--- src/rtl/if_stage.sv ---
// Instruction-fetch stage: PC register, next-PC selection and the IF/ID pipeline register.
// Redirects (branch/jump) cost one bubble; stall freezes PC and IF/ID unless a squash is pending.
module if_stage #(
  parameter logic [31:0] RESET_PC = 32'h0000_0000,
  parameter logic [31:0] PC_STEP  = 32'd4
) (
  input  logic        clk,
  input  logic        rst,
  input  logic        stall,
  input  logic        flush,
  input  logic        branch_taken,
  input  logic [31:0] branch_target,
  input  logic        jump,
  input  logic [25:0] jump_index,
  input  logic [31:0] instruction,
  output logic [31:0] address,
  output logic [31:0] if_id_instr,
  output logic [31:0] if_id_pc4,
  output logic        if_id_valid,
  output logic [31:0] fetch_count
);

  logic [31:0] pc_reg, pc_next;
  logic [31:0] pc4;
  logic [31:0] jump_target;
  logic        squash;

  logic [31:0] if_id_instr_reg, if_id_instr_next;
  logic [31:0] if_id_pc4_reg, if_id_pc4_next;
  logic        if_id_valid_reg, if_id_valid_next;
  logic [31:0] fetch_count_reg, fetch_count_next;

  assign pc4         = pc_reg + PC_STEP;
  assign jump_target = {pc4[31:28], jump_index, 2'b00};
  // Anything that redirects or flushes the front end kills the word fetched this cycle.
  assign squash      = flush | branch_taken | jump;

  always_comb begin
    pc_next = pc4;
    if (branch_taken)
      pc_next = {branch_target[31:2], 2'b00};
    else if (jump)
      pc_next = jump_target;
    else if (stall)
      pc_next = pc_reg;
  end

  always_comb begin
    if_id_instr_next = if_id_instr_reg;
    if_id_pc4_next   = if_id_pc4_reg;
    if_id_valid_next = if_id_valid_reg;
    fetch_count_next = fetch_count_reg;
    if (squash) begin
      // pc4 of a bubble is never consumed, so it is simply left as is.
      if_id_instr_next = 32'h0;
      if_id_valid_next = 1'b0;
    end else if (!stall) begin
      if_id_instr_next = instruction;
      if_id_pc4_next   = pc4;
      if_id_valid_next = 1'b1;
      fetch_count_next = fetch_count_reg + 32'd1;
    end
  end

  always_ff @(posedge clk) begin
    if (rst) begin
      pc_reg          <= RESET_PC;
      if_id_instr_reg <= 32'h0;
      if_id_pc4_reg   <= 32'h0;
      if_id_valid_reg <= 1'b0;
      fetch_count_reg <= 32'h0;
    end else begin
      pc_reg          <= pc_next;
      if_id_instr_reg <= if_id_instr_next;
      if_id_pc4_reg   <= if_id_pc4_next;
      if_id_valid_reg <= if_id_valid_next;
      fetch_count_reg <= fetch_count_next;
    end
  end

  assign address     = pc_reg;
  assign if_id_instr = if_id_instr_reg;
  assign if_id_pc4   = if_id_pc4_reg;
  assign if_id_valid = if_id_valid_reg;
  assign fetch_count = fetch_count_reg;

endmodule
--- config.mk ---
export PLATFORM = sky130hd
export DESIGN_NAME = if_stage
export DESIGN_NICKNAME = d
export VERILOG_FILES = /design/src/rtl/if_stage.sv
export SDC_FILE = /design/constraint.sdc
export NUM_CORES = 1
export LEC_CHECK = 0
export CAP_MARGIN = 20
export CORE_UTILIZATION = 48
export DETAILED_ROUTE_END_ITERATION = 10
export PLACE_DENSITY = 0.88
export SLEW_MARGIN = 15
export SYNTH_ARGS = -nofsm -noshare
export SYNTH_HDL_FRONTEND = slang
export SYNTH_SLANG_ARGS = --single-unit
--- constraint.sdc ---
create_clock -name clk -period 6.04 [get_ports clk]
set_clock_uncertainty 0.15 [all_clocks]
set_input_delay 0.604 -clock clk [delete_from_list [all_inputs] [get_ports clk]]
set_output_delay 0.604 -clock clk [all_outputs]
set_load 0.01 [all_outputs]
# == Word-level counts from Yosys, hierarchy flattened ==
# Index checks and enable logic that the tools add are counted.
# totals
out_inout_bits,129
reg_bits,129
in_bits,96
wordCells,19
# classes
n_addsub,2
reduce_logical,3
eq_ne,1
bitwise,4
n_mux,3
# ops
cell,n
2-to-1 mux 32 bit,3
"adder 32 x 1 -> 32 bit, second input constant",1
"adder 32 x 3 -> 32 bit, second input constant",1
"inequality test 3 x 1 -> 1 bit, second input constant",1
OR reduction 3 bit,1
inverter 1 bit,2
OR 1 bit,2
AND reduction 2 bit,1
OR reduction 2 bit,1

# == Logic depth before layout (Yosys ltp) ==
# logic_depth
depth_word,4
mapped_depth,8
mapped_depth_nobuf,6

# == Worst setup path before layout ==
# Ideal clock, no wire load.
# synth_path
kind,input -> register
start,in jump
end,"reg fetch_count_reg[22], in the netlist fetch_count[22]"
setup_ns,0.128
path_buffers,2
path_slack_ns,3.874
required_time_ns,5.762
t_arrival_ns,1.888
stages,7
path_cell_list,clkbuf_1 nor3_2 nand4_1 clkbuf_1 nor3_1 xnor2_1 nor2_1
# synth_via
elab_chain_len,3
# synth_lines
element,line,source
start: declaration,13,"input logic jump,"
OR 1 bit,36,assign squash = flush | branch_taken | jump;
inverter 1 bit (no source line),n/a,
AND reduction 2 bit (no source line),n/a,
end signal: assignment,77,fetch_count_reg <= fetch_count_next;
end: declaration,31,"logic [31:0] fetch_count_reg, fetch_count_next;"
# No other way between the ends.
# A chain may end at the register's enable or synchronous reset.

# == Worst setup path in the final report ==
# layout_path
start,in branch_taken
end,"reg fetch_count_reg[25], in the netlist fetch_count[25]"
# layout_via
elab_chain_len,4
# layout_lines
element,line,source
start: declaration,11,"input logic branch_taken,"
OR 1 bit (2 in a row),36,
inverter 1 bit (no source line),n/a,
AND reduction 2 bit (no source line),n/a,
# No other way between the ends.

==> results_dict.tcl <==
set metrics [dict create \
    critPathArrivalTime_ps 3120 \
    cp-startpoint "branch_taken" \
    period_share_pct 49.5 \
    cp_slowest_stage_delay_ps 650 \
    switching_power_uw 493 \
    place_inst 1041 \
    dr_total_vias 5982 \
    ctsHoldBuffers 0 \
    crit_required_ps 6170 \
    die_w_um 114 \
    rows 40 \
    p_sw_share_pct 23.5 \
    gp_congestion 0.828 \
    ff2ff_path_depth 5 \
    grt_pass1_wl_um 28400 \
    cpMaxStageDelayCell "nand4_1" \
    io_buffers 218 \
    synthArstFlopShare_pct 0 \
    drcViolationCount 0 \
    critPathCapture "fetch_count[25]" \
    ys_ff_latch 125 \
    yosys_warnings 0 \
    crit_buf_inv 2 \
    grt_max_degree 58 \
    finalNetCount 990 \
    pwr-share-clk_pct 46.2 \
    overflow 0 \
    hold_path.class "reg -> reg" \
    maxCapViolations 0 \
    period_minus_slack_ps 2990 \
    setup_violations 0 \
    worst-path-max-fanout 33 \
    grt_setup_unrepaired "false" \
    clock.fmax_mhz 334 \
    syn_avg_cell_area_um2 8.56 \
    path_cells "clkdlybuf4s50_1 > buf_4 > nor3_2 > nand4_1 > nor4_1 > xnor2_1 > nor2_1" \
    diodes 0 \
    startpoint_type "input pin" \
    core_area_um2 12100 \
    n_fill_cell 931 \
    p_int_uw 1610 \
    finalWirelength_um 17900 \
    cts-buffers-inserted 17 \
    fin_tns_setup_ps 0 \
    rrSetupSlack_ps 3580 \
    synthDistinctLibCells 55 \
    hpwl_um 12400 \
    wire_per_inst_um 16.7 \
    layout-drive-gt1-share_pct 5.20 \
    cp.depth 7 \
    synth-edff-count 0 \
    track_usage_pct 28.2 \
    synth_ff_type "dfxtp_1" \
    clockBufferDepth 2 \
    ys_seq_area_share_pct 41.6 \
    r2r_end "address[30]" \
    slew-limit-headroom_pct 44.4 \
    cts_setup_buffers 0 \
    insertion_delay_ps 420 \
    vdd_drop_max_v 0.000205 \
    path_delay_family "simple AND/OR/NAND/NOR gates" \
    slew_viol_final 0 \
    ios 225 \
    area_growth_pct 45.7 \
    clk_pin_slew_worst_paths_ps 60 \
    grt_pass1_vias 5806 \
    initial_core_util_pct 49.6 \
    drt-initial-drc-count 405 \
    cts.sinks 125 \
    cts_tree "yes" \
    die_y_um 114 \
    final_cells 1071 \
    end_kind "flop" \
    synth_cells 702 \
    die_area_um2 13000 \
    root_buffer "clkbuf_16" \
    crit_type "in -> reg" \
    reg2reg_from "address[4]" \
    drt-pass1-iter-count 5 \
    p_leak_uw 0.00299 \
    vias_per_cell 5.59 \
    worstMarginPinSlew_ps 834 \
    antenna_found_initial 0 \
    cts_resized 0 \
    drtAntennaViolNets 0 \
    pwr-share-comb_pct 11.7 \
    total_power_uw 2100 \
    hold_violations 0 \
    status "finished clean" \
    p_seq_share_pct 42.1 \
    netlist_area_um2 6010 \
    htree_levels 4 \
    cellPowerDensity_nw_per_um2 240 \
]
[cell usage in the layout, fill, tap and decap left out, drive strengths merged, types with 9 or more instances in the layout]
cell,count
a211oi,29
a21oi,22
a22oi,9
clkbuf,22
clkdlybuf4s50,216
dfxtp,125
inv,13
mux2i,37
nand2,41
nand3,28
nand4,16
nor2,107
nor3,31
nor4,16
o21ai,17
o22ai,13
xnor2,44
xor2,23
[synth_stat cells, types with 3 or more instances]
| master | instances | share of area [%] |
|---|---|---|
| nor4_2 | 3 | 0.62 |
| a21oi_1 | 22 | 1.8 |
| buf_2 | 16 | 1.3 |
| o31a_1 | 4 | 0.58 |
| nand4_1 | 14 | 1.5 |
| and4_1 | 7 | 1.0 |
| a22oi_1 | 9 | 1.1 |
| nor4_1 | 13 | 1.4 |
| a211oi_1 | 29 | 3.6 |
| nand3_1 | 28 | 2.3 |
| o211ai_1 | 5 | 0.62 |
| nor3_1 | 30 | 2.5 |
| inv_1 | 13 | 0.81 |
| o21a_1 | 3 | 0.37 |
| and2_1 | 5 | 0.52 |
| nor2_1 | 106 | 6.6 |
| buf_4 | 5 | 0.62 |
| xnor2_1 | 44 | 6.4 |
| nor2b_1 | 6 | 0.62 |
| nand2_1 | 41 | 2.6 |
| o21ai_0 | 16 | 1.3 |
| xor2_1 | 23 | 3.4 |
| or3_1 | 8 | 0.83 |
| and3_1 | 4 | 0.42 |
| o22ai_1 | 13 | 1.4 |
| mux2i_1 | 37 | 6.2 |
| dfxtp_1 | 125 | 42 |
| clkbuf_1 | 32 | 2.0 |
[logic make-up after synthesis]
| family | synth area share [%] |
|---|---|
| other | 0.0624 |
| multiplexers | 6.16 |
| flip-flops | 41.6 |
| XOR/XNOR | 9.76 |
| AND/OR/NAND/NOR | 23.9 |
| AO/OA/AOI/OAI | 13.0 |
| buffers and inverters | 5.08 |
| adder cells (fa/ha/maj) | 0.416 |
[worst min-delay path, delay by kind of cell (launching register included)]
family	cells	cell delay (ps)
flops	1	300
buf+inv	1	40
compound gates	1	50
[per-layer routing]
| metal | track usage (%) | vias up | share of wire (%) |
|---|---|---|---|
| met2 | 48.1 | 295 | 48 |
| met5 | 0 | - | 0 |
| li1 | - | 2859 | - |
| met1 | 31.7 | 2776 | 39 |
| met4 | 15.4 | 0 | 3.7 |
| met3 | 8.34 | 52 | 9.4 |
[worst min-delay path by stage]
stage,cells after the start,slack [ps],to,from
global route,2,340,if_id_valid,if_id_valid
CTS,2,290,if_id_valid,if_id_valid
global placement,2,280,if_id_valid,if_id_valid
finish,2,290,if_id_valid,if_id_valid
detailed placement,2,290,if_id_valid,if_id_valid
floorplan,2,320,if_id_valid,if_id_valid
[final cells by class]
| class | instances | area [um2] | area share (%) |
|---|---|---|---|
| repair buffers | 224 | 2220 | 25.3 |
| well taps | 168 | 210 | 2.40 |
| inverters | 13 | 48.8 | 0.557 |
| clock inverters | 8 | 92.6 | 1.06 |
| multi-input cells | 511 | 3220 | 36.8 |
| clock buffers | 22 | 464 | 5.30 |
| flip-flops and latches | 125 | 2500 | 28.6 |
[through the flow]
step                      utilization [%]  area (um2)  worst slack [ps]  hold slack [ps]
final                                72.3        8760              3050              291
after global routing                 72.3        8760              2800              338
after detailed placement             67.7        8200              2610              288
after global placement               67.7        8200              2650              282
after CTS                            72.3        8760              3040              294
after floorplan                         -        6020              3870              320
[power groups by stage]
stage / combinational (uW) / sequential [uW] / clock (uW)
floorplan: 112 / 898 / 0
global placement: 240 / 899 / 0
detailed placement: 244 / 900 / 0
CTS: 246 / 883 / 987
global route: 264 / 887 / 1020
finish: 246 / 884 / 972
Power figures use the tool's default switching activity.
